[src/rtl/fetch_if.sv]
// rtl/fetch_if.sv - fetch stage bundle: pipeline control, imem read port and fetch->decode word
interface fetch_if;
    logic        halt;
    logic        stall;
    logic        flush;
    logic [31:0] flush_pc;
    logic [31:0] imem_addr;
    logic        imem_rd;
    logic [31:0] imem_data;
    logic        imem_fault;
    logic [31:0] instr_out;
    logic [31:0] pc_out;
    logic        bubble_out;
    logic [7:0]  exc_out;
    logic        fetch_idle;

    modport master (
        input  halt, stall, flush, flush_pc, imem_data, imem_fault,
        output imem_addr, imem_rd, instr_out, pc_out, bubble_out, exc_out, fetch_idle
    );

    modport slave (
        output halt, stall, flush, flush_pc, imem_data, imem_fault,
        input  imem_addr, imem_rd, instr_out, pc_out, bubble_out, exc_out, fetch_idle
    );
endinterface

[src/rtl/fetch.sv]
// rtl/fetch.sv - instruction fetch stage with skid buffer, flush redirect and fetch exceptions
module fetch #(
    parameter logic [31:0] RESET_PC     = 32'h0000_0000,
    parameter logic [7:0]  EXC_IFAULT   = 8'h82,
    parameter logic [7:0]  EXC_MISALIGN = 8'h84
) (
    input  logic   clk,
    input  logic   rst,
    input  logic   clk_en,
    fetch_if.master bus
);
    typedef enum logic {FETCH, WAIT_FLUSH} mode_t;

    mode_t       mode_q, mode_d;
    logic [31:0] fetch_pc_q, fetch_pc_d;
    logic        resp_valid_q, resp_valid_d;
    logic [31:0] resp_pc_q, resp_pc_d;
    logic        resp_mis_q, resp_mis_d;
    logic        skid_valid_q, skid_valid_d;
    logic [31:0] skid_instr_q, skid_instr_d;
    logic [31:0] skid_pc_q, skid_pc_d;
    logic [7:0]  skid_exc_q, skid_exc_d;

    logic [7:0]  live_exc;
    logic [31:0] live_instr;
    logic [31:0] sel_instr, sel_pc;
    logic [7:0]  sel_exc;
    logic        bubble;
    logic        issue;
    logic        consume;
    logic        aligned;

    // The live word is the memory response for resp_pc; a fault or misalign replaces the data.
    always_comb begin
        live_exc = 8'h00;
        if (resp_mis_q)
            live_exc = EXC_MISALIGN;
        else if (bus.imem_fault)
            live_exc = EXC_IFAULT;
        live_instr = (live_exc != 8'h00) ? 32'h0 : bus.imem_data;
    end

    always_comb begin
        sel_instr = live_instr;
        sel_pc    = resp_pc_q;
        sel_exc   = live_exc;
        if (skid_valid_q) begin
            sel_instr = skid_instr_q;
            sel_pc    = skid_pc_q;
            sel_exc   = skid_exc_q;
        end
        bubble = !(skid_valid_q || resp_valid_q) || bus.halt || (mode_q == WAIT_FLUSH);
        bus.instr_out  = bubble ? 32'h0 : sel_instr;
        bus.pc_out     = bubble ? 32'h0 : sel_pc;
        bus.exc_out    = bubble ? 8'h00 : sel_exc;
        bus.bubble_out = bubble;
    end

    assign aligned        = (fetch_pc_q[1:0] == 2'b00);
    assign issue          = (mode_q == FETCH) && !bus.halt && !bus.stall && !bus.flush
                            && (bus.exc_out == 8'h00);
    assign consume        = !bus.stall && !bus.halt && !bus.flush && !bubble;
    assign bus.imem_rd    = issue && aligned;
    assign bus.imem_addr  = fetch_pc_q;
    assign bus.fetch_idle = (mode_q == WAIT_FLUSH);

    always_comb begin
        mode_d       = mode_q;
        fetch_pc_d   = fetch_pc_q;
        resp_valid_d = resp_valid_q;
        resp_pc_d    = resp_pc_q;
        resp_mis_d   = resp_mis_q;
        skid_valid_d = skid_valid_q;
        skid_instr_d = skid_instr_q;
        skid_pc_d    = skid_pc_q;
        skid_exc_d   = skid_exc_q;

        if (bus.flush) begin
            fetch_pc_d   = bus.flush_pc;
            resp_valid_d = 1'b0;
            skid_valid_d = 1'b0;
            mode_d       = FETCH;
        end else if (bus.halt || bus.stall) begin
            // The memory only holds its data for one cycle, so park the live word before it goes.
            if (resp_valid_q && !skid_valid_q) begin
                skid_valid_d = 1'b1;
                skid_instr_d = live_instr;
                skid_pc_d    = resp_pc_q;
                skid_exc_d   = live_exc;
            end
            resp_valid_d = 1'b0;
        end else begin
            skid_valid_d = 1'b0;
            if (consume && (bus.exc_out != 8'h00)) begin
                mode_d       = WAIT_FLUSH;
                resp_valid_d = 1'b0;
            end else if (issue && aligned) begin
                resp_valid_d = 1'b1;
                resp_mis_d   = 1'b0;
                resp_pc_d    = fetch_pc_q;
                fetch_pc_d   = fetch_pc_q + 32'd4;
            end else if (issue) begin
                resp_valid_d = 1'b1;
                resp_mis_d   = 1'b1;
                resp_pc_d    = fetch_pc_q;
            end else begin
                resp_valid_d = 1'b0;
            end
        end
    end

    always_ff @(posedge clk or posedge rst) begin
        if (rst) begin
            mode_q       <= FETCH;
            fetch_pc_q   <= RESET_PC;
            resp_valid_q <= 1'b0;
            resp_pc_q    <= 32'h0;
            resp_mis_q   <= 1'b0;
            skid_valid_q <= 1'b0;
            skid_instr_q <= 32'h0;
            skid_pc_q    <= 32'h0;
            skid_exc_q   <= 8'h00;
        end else if (clk_en) begin
            mode_q       <= mode_d;
            fetch_pc_q   <= fetch_pc_d;
            resp_valid_q <= resp_valid_d;
            resp_pc_q    <= resp_pc_d;
            resp_mis_q   <= resp_mis_d;
            skid_valid_q <= skid_valid_d;
            skid_instr_q <= skid_instr_d;
            skid_pc_q    <= skid_pc_d;
            skid_exc_q   <= skid_exc_d;
        end
    end
endmodule

[src/flat_wrapper.sv]
// flat-port wrapper written by rule: the top's interface ports become plain ports
module fetch_flat 
#(
    parameter logic [31:0] RESET_PC     = 32'h0000_0000,
    parameter logic [7:0]  EXC_IFAULT   = 8'h82,
    parameter logic [7:0]  EXC_MISALIGN = 8'h84
)
  (clk, rst, clk_en, bus_halt, bus_stall, bus_flush, bus_flush_pc, bus_imem_data, bus_imem_fault, bus_imem_addr, bus_imem_rd, bus_instr_out, bus_pc_out, bus_bubble_out, bus_exc_out, bus_fetch_idle);
  fetch_if bus_i ();
  input  logic clk;
  input  logic rst;
  input  logic clk_en;
  input wire logic [$bits(bus_i.halt)-1:0] bus_halt;
  input wire logic [$bits(bus_i.stall)-1:0] bus_stall;
  input wire logic [$bits(bus_i.flush)-1:0] bus_flush;
  input wire logic [$bits(bus_i.flush_pc)-1:0] bus_flush_pc;
  input wire logic [$bits(bus_i.imem_data)-1:0] bus_imem_data;
  input wire logic [$bits(bus_i.imem_fault)-1:0] bus_imem_fault;
  output wire logic [$bits(bus_i.imem_addr)-1:0] bus_imem_addr;
  output wire logic [$bits(bus_i.imem_rd)-1:0] bus_imem_rd;
  output wire logic [$bits(bus_i.instr_out)-1:0] bus_instr_out;
  output wire logic [$bits(bus_i.pc_out)-1:0] bus_pc_out;
  output wire logic [$bits(bus_i.bubble_out)-1:0] bus_bubble_out;
  output wire logic [$bits(bus_i.exc_out)-1:0] bus_exc_out;
  output wire logic [$bits(bus_i.fetch_idle)-1:0] bus_fetch_idle;
  assign bus_i.halt = bus_halt;
  assign bus_i.stall = bus_stall;
  assign bus_i.flush = bus_flush;
  assign bus_i.flush_pc = bus_flush_pc;
  assign bus_i.imem_data = bus_imem_data;
  assign bus_i.imem_fault = bus_imem_fault;
  assign bus_imem_addr = bus_i.imem_addr;
  assign bus_imem_rd = bus_i.imem_rd;
  assign bus_instr_out = bus_i.instr_out;
  assign bus_pc_out = bus_i.pc_out;
  assign bus_bubble_out = bus_i.bubble_out;
  assign bus_exc_out = bus_i.exc_out;
  assign bus_fetch_idle = bus_i.fetch_idle;
  fetch #(.RESET_PC(RESET_PC), .EXC_IFAULT(EXC_IFAULT), .EXC_MISALIGN(EXC_MISALIGN)) u_core (.clk(clk), .rst(rst), .clk_en(clk_en), .bus(bus_i));
endmodule
[config.mk]
export PLATFORM = sky130hd
export DESIGN_NAME = fetch_flat
export DESIGN_NICKNAME = d
export VERILOG_FILES = /design/src/rtl/fetch_if.sv /design/src/rtl/fetch.sv /design/src/flat_wrapper.sv
export SDC_FILE = /design/constraint.sdc
export NUM_CORES = 1
export LEC_CHECK = 0
export CAP_MARGIN = 15
export CORE_MARGIN = 4
export CORE_UTILIZATION = 50
export CTS_CLUSTER_DIAMETER = 120
export DETAILED_ROUTE_END_ITERATION = 6
export GPL_ROUTABILITY_DRIVEN = 0
export GPL_TIMING_DRIVEN = 0
export PLACE_DENSITY = 0.83
export RECOVER_POWER = 100
export SLEW_MARGIN = 20
export SYNTH_ARGS = -nofsm -noshare
export SYNTH_HDL_FRONTEND = slang
export SYNTH_SLANG_ARGS = --single-unit
[constraint.sdc]
create_clock -name clk -period 6.7 [get_ports clk]
set_input_delay 1.675 -clock clk [delete_from_list [all_inputs] [get_ports clk]]
set_output_delay 1.675 -clock clk [all_outputs]
set_load 0.03 [all_outputs]
==> impl_metrics.py <==
metrics = {
    "status": {
        "status": "finished, violations left",
        "violations": "max-capacitance violations, max-slew violations",
    },
    "synthesis": {
        "ys_top_cells_by_count": "dfrtp_1, nor2_1, nand2_1",
        "yosysTopAreaCell": "dfrtp_1",
        "ys_seq_area_frac": 0.472,
        "syn_area_per_cell_sq_um": 9.25,
        "ys_ff_latch": 135,
        "synth_top_area_frac": 0.472,
        "netlist_instances": 774,
        "ys_types": 57,
        "synth_edf_count": 0,
        "synthArstFlopShare": 1.00,
        "netlist_area_sq_um": 7160,
        "synth_most_common_cell": "dfrtp_1",
        "synth_flop_cell": "dfrtp_1",
        "yosys_warnings": 0,
        "synthTopCellsByArea": "dfrtp_1, mux2_2, nor2_1, nand2_1, mux2i_1",
    },
    "floorplan": {
        "ios": 178,
        "initial_core_util": 0.514,
        "core_sq_um": 13900,
        "fp.dieH_um": 128,
        "die_x_um": 128,
        "fp-row-count": 43,
        "die_area_sq_um": 16300,
    },
    "cells_and_area": {
        "fill_cells": 1053,
        "drive_above_1_share": 0.123,
        "final_nets": 1042,
        "final_util": 0.695,
        "diodes": 0,
        "syn_to_final_growth_pct": 35.3,
    },
    "timing": {
        "slew_headroom": -0.447,
        "finalHoldViolCount": 0,
        "slew_violations": 138,
        "finalSetupViolCount": 0,
        "tns_ns": 0,
        "fmax_mhz": 161,
        "rsz0062_at_grt": "no",
        "post-route-period-util": 0.930,
        "clock_skew_ns": 0.00673,
        "tightest_slew_ns": 2.16,
        "post-route-min-period_ns": 6.23,
    },
    "detailed_routing": {
        "drc": 0,
        "vias": 6902,
        "drt-pass1-iter-count": 5,
        "routedWlPerCell_um": 18.9,
        "avgViaCountPerCell": 5.94,
        "postRouteAntennaNets": 0,
        "wirelength_um": 22000,
        "drtIter0Drc": 800,
    },
    "power": {
        "p_per_area_nw_per_um2": 286,
        "ir_drop_uv": 167,
        "leakage_nw": 4.19,
    },
    "cts": {
        "htreeDepth": 4,
        "clk_latency_ns": 0.43,
        "ctsHoldBuffers": 0,
        "cts_buffer_depth": 2,
        "root_buffer": "clkbuf_16",
        "tritoncts": "yes",
        "cts_sinks": 135,
        "numCtsBuffers": 17,
        "cts_resized": 0,
        "path_clk_slew_ns": 0.05,
        "post_cts_buffers": 0,
    },
    "global_routing": {
        "first_global_vias": 6740,
        "grtUsageTotal": 0.271,
        "overflow": 0,
        "antenna_found_initial": 0,
        "grt_max_degree": 90,
        "grt_pass1_wl_um": 35100,
    },
    "setup_path": {
        "end_kind": "output port",
        "cp.required_ns": 5.03,
        "worstPathArrival_ns": 4.55,
        "cp_max_fo": 10,
        "start_kind": "input port",
        "max_stage_delay_ns": 0.80,
        "critPathKind": "input port to output port",
        "crit_chain": "dlygate4sd3_1 > nor2_1 > o2111ai_2 > or2_2 > inv_1 > buf_2 > dlygate4sd3_1",
        "rrSetupSlack_ns": 3.59,
        "cp_slowest_cell": "dlygate4sd3_1",
        "cpMostUsedCell": "dlygate4sd3_1",
    },
    "hold_path": {
        "hp-class": "flip-flop to flip-flop",
    },
    "placement": {
        "portBuffers": 172,
        "dp.final_hpwl_um": 15800,
    },
    "job": {
        "drv_cap": 2,
    },
}
cells by family (layout without fill, tap and decap cells):
| family | Yosys count | after routing | share of synthesized area |
|---|---|---|---|
| AND/OR/NAND/NOR | 313 | 313 | 0.200 |
| AO/OA/AOI/OAI | 152 | 152 | 0.133 |
| flip-flops | 135 | 135 | 0.472 |
| multiplexers | 99 | 99 | 0.150 |
| buffers and inverters | 73 | 277 | 0.0428 |
| adder cells (fa/ha/maj) | 1 | 1 | 0.00175 |
| other | 1 | 5 | 0.000524 |
layout make-up:
class                           instances  area, sq um  share of cell area
Multi-Input combinational cell        570         3490               0.360
Sequential cell                       135         3380               0.349
Timing Repair Buffer                  173         1730               0.178
Clock buffer                           23          498              0.0514
Buffer                                 61          255              0.0263
Tap cell                              180          225              0.0232
Clock inverter                          8         71.3             0.00736
Inverter                               12         46.3             0.00478
worst max-delay path: cells and delay by family:
family	cells	cell delay, ns
buf+inv	4	1.73
compound gates	1	0.35
simple gates	2	0.79
per-layer routing:
layer / share of wire / vias up / GRT usage / wire length, um
li1: - / 3135 / - / -
met1: 0.40 / 3300 / 0.355 / 8860
met2: 0.47 / 392 / 0.433 / 10300
met3: 0.092 / 75 / 0.0571 / 2020
met4: 0.037 / 0 / 0.127 / 807
met5: 0 / - / 0 / 0
registers in the layout (all words and copies together) (netlist names):
signal,cells
u_core.bus.imem_addr,32
u_core.resp_pc_q,32
u_core.skid_instr_q,32
u_core.skid_pc_q,32
u_core.skid_exc_q,3
u_core.bus.fetch_idle,1
u_core.resp_mis_q,1
u_core.resp_valid_q,1
u_core.skid_valid_q,1
where the power goes:
part           switching [mW]  internal, mW
registers               0.165          1.01
logic                   0.380         0.311
clock network           0.346         0.554
total                   0.891          1.88
placed cells by master, fill, tap and decap left out, types with 17 or more instances in the layout:
master / n
nor2_1: 125
clkdlybuf4s50_1: 68
nand2_1: 91
o21ai_0: 48
mux2i_1: 32
dlygate4sd3_1: 104
dfrtp_1: 135
mux2_2: 66
clkbuf_1: 47
a21oi_1: 45
nor3_1: 19
clkbuf_16: 17
path summary, 6_finish.rpt:
check / from / to / cells past startpoint
worst min-delay path: u_core.skid_instr_q[31] / u_core.skid_instr_q[31] / 2
min in group asynchronous: rst / u_core.skid_instr_q[27] / 2
worst max register to register: u_core.bus.fetch_idle / u_core.resp_pc_q[17] / 5
worst min register to register: u_core.skid_instr_q[31] / u_core.skid_instr_q[31] / 2
worst max-delay path: bus_halt / bus_imem_rd / 7
max in group asynchronous: rst / u_core.resp_pc_q[14] / 3
through the flow:
stage / std cells / total power [mW] / hold slack, ns / setup slack, ns / instance area, sq um
2_1_floorplan: 778 / 1.61 / 0.450 / 1.41 / 7180
3_3_place_gp: 1130 / 1.86 / 0.464 / -0.480 / 9120
3_5_place_dp: 1131 / 1.89 / 0.471 / 0.725 / 9160
4_1_cts: 1162 / 2.79 / 0.483 / 0.716 / 9730
5_1_grt: 1162 / 2.89 / 0.508 / 0.371 / 9690
6_report: 1162 / 2.77 / 0.483 / 0.472 / 9690
(Power assumes the default switching activity.)
==> RTL edit: new RTL, config.mk and constraints unchanged <==
Reset style: synchronous (`rst`), changed in one clocked block.
--- a/src/rtl/fetch.sv
+++ b/src/rtl/fetch.sv
@@ -109,7 +109,7 @@
         end
     end
 
-    always_ff @(posedge clk or posedge rst) begin
+    always_ff @(posedge clk) begin
         if (rst) begin
             mode_q       <= FETCH;
             fetch_pc_q   <= RESET_PC;
Formal check against the unedited RTL: differs if rst is asserted again (counterexample within 4 cycles, from zero or initial values and one cycle with rst high); with rst held inactive, the same outputs for 4 cycles.
==> RTL edit against the original RTL <==
Worst setup slack improved by 0.041 ns. Design area decreased by 1.0%. Non-clock buffer count increased by 29. Sequential cell count unchanged. Final cell count increased by 15%. Routed wire length increased by 7.9%. Via count increased by 14%. Synthesized area decreased by 0.17%. Highest routed layer unchanged.
Power is not compared: it rests on default switching activity, and its combinational part moved more than twofold at a synthesized area within 25%.
==> RTL edit: results (changes against the original RTL) <==
[layout]
n_fill_cell=1152  ; +9.4%
nets=1211  ; +16%
drive_above_1_share_pct=5.03  ; -7.3 points

[routing]
drt-pass1-iter-count=6  ; +1
routed_via_density=5.92  ; -0.31%
dr_total_vias=7887  ; +14%
wirelength_mm=23.7  ; +7.9%
drt_iter0_markers=859  ; +7.4%

[grt]
grt_pass1_vias=7294  ; +8.2%
track_usage_pct=28.2  ; +1.1 points
grt_max_degree=17  ; -81%
grt_pass1_wl_mm=37.0  ; +5.4%

[setup_path]
r2r_cells=6  ; +1
rrSetupSlack_ns=3.55  ; -0.04 ns
r2r-end=u_core.bus.imem_addr[8]
cp_max_fo=10  ; unchanged
r2r_start=u_core.bus.fetch_idle
critPathArrivalTime_ns=4.51  ; -0.04 ns

[status]
status=finished, final reports clean

[synth]
synth_area_leaders=dfxtp_1, mux2i_1, a21oi_1
synthFlopType=dfxtp_1
yosysSeqAreaShare_pct=37.8  ; -9.4 points
synthDistinctLibCells=64  ; +12%
synth_common_cells=nand2_1, nor2_1, dfxtp_1
synth-async-reset-ratio_pct=0  ; -100 points
postSynthCellCount=947  ; +22%

[placed_design]
io_buffers=169  ; -1.7%
dp.cells=1300  ; +15%
place_area_sq_um=9080  ; -0.85%
dp_hpwl_mm=17.0  ; +7.5%

[worst_hold_path]
min_to=u_core.skid_pc_q[3]
worstHoldStart=u_core.skid_pc_q[3]
hold_path_class=reg -> reg

[clock_network]
post_cts_resize_count=0  ; unchanged
clk_latency_ns=0.42
cts_setup_buffers=0  ; unchanged

[power]
ir_drop_mv=0.151

[sta]
tightest_slew_ns=1.29  ; -0.865 ns
skew_ns=0.00533  ; -0.00140 ns

[RTL edit: cell count changes after synthesis, sizes merged, moves of 19 or more]
cell   unedited run  this run
dfrtp           135         0
dfxtp             0       135
a21oi            45       124
nand2            91       163
mux2             67         0
o21ai            49         8
mux2i            32        65
nand3            15        45
nor2            125       148
buf              22        41
[RTL edit: worst max path at each step]
stage / start / cells after the start / end / slack, ns
floorplan: bus_halt / 4 / bus_exc_out[7] / 2.01
global placement: bus_halt / 7 / bus_instr_out[3] / 0.75
detailed placement: bus_halt / 7 / bus_instr_out[3] / 0.74
CTS: bus_halt / 7 / bus_pc_out[23] / 0.72
global route: bus_halt / 7 / bus_imem_rd / 0.39
finish: bus_halt / 7 / bus_imem_rd / 0.51
[RTL edit: worst max-delay path: stages]
cell	delay (ns)
dlygate4sd3_1	0.59
nor4_1	0.46
o41a_1	0.23
clkbuf_1	0.49
nand2_2	0.23
inv_1	0.10
dlygate4sd3_1	0.75
[RTL edit: final cells by class]
cell class | instances | area [sq um] | share of cell area [%]
Inverter | 5 | 18.8 | 0.196
Timing Repair Buffer | 169 | 1690 | 17.6
Clock inverter | 11 | 145 | 1.51
Tap cell | 180 | 225 | 2.35
Buffer | 94 | 394 | 4.11
Clock buffer | 21 | 480 | 5.01
Sequential cell | 135 | 2700 | 28.2
Multi-Input combinational cell | 717 | 3930 | 41.0
[RTL edit: kinds of logic after synthesis]
| family | Yosys count | synth area share [%] |
|---|---|---|
| simple gates | 425 | 26.2 |
| compound gates | 221 | 19.6 |
| mux | 65 | 9.10 |
| flops | 135 | 37.8 |
| fa+ha+maj | 1 | 0.175 |
| other cells | 1 | 0.0525 |
| buf+inv | 99 | 7.00 |
[RTL edit: per-stage QoR]
stage / hold WS [ns] / worst slack [ns] / utilization, %
2_1_floorplan: 0.436 / 2.01 / -
3_3_place_gp: 0.441 / 0.751 / 65.2
3_5_place_dp: 0.446 / 0.743 / 65.2
4_1_cts: 0.454 / 0.717 / 69.7
5_1_grt: 0.466 / 0.387 / 68.8
6_report: 0.454 / 0.513 / 68.8
[RTL edit: routing by layer]
| metal | routed length [um] | GRT usage, % |
|---|---|---|
| met2 | 11000 | 45.3 |
| met4 | 607 | 12.1 |
| met5 | 0 | 0 |
| met1 | 9610 | 36.7 |
| met3 | 2510 | 6.10 |
[RTL edit: where the power goes]
part	total [W]	internal [W]	switching [W]	leakage (nW)
sequential	0.000827	0.000812	0.0000147	1.09
clock	0.000981	0.000624	0.000357	0.301
combinational	0.000216	0.0000855	0.000130	2.33
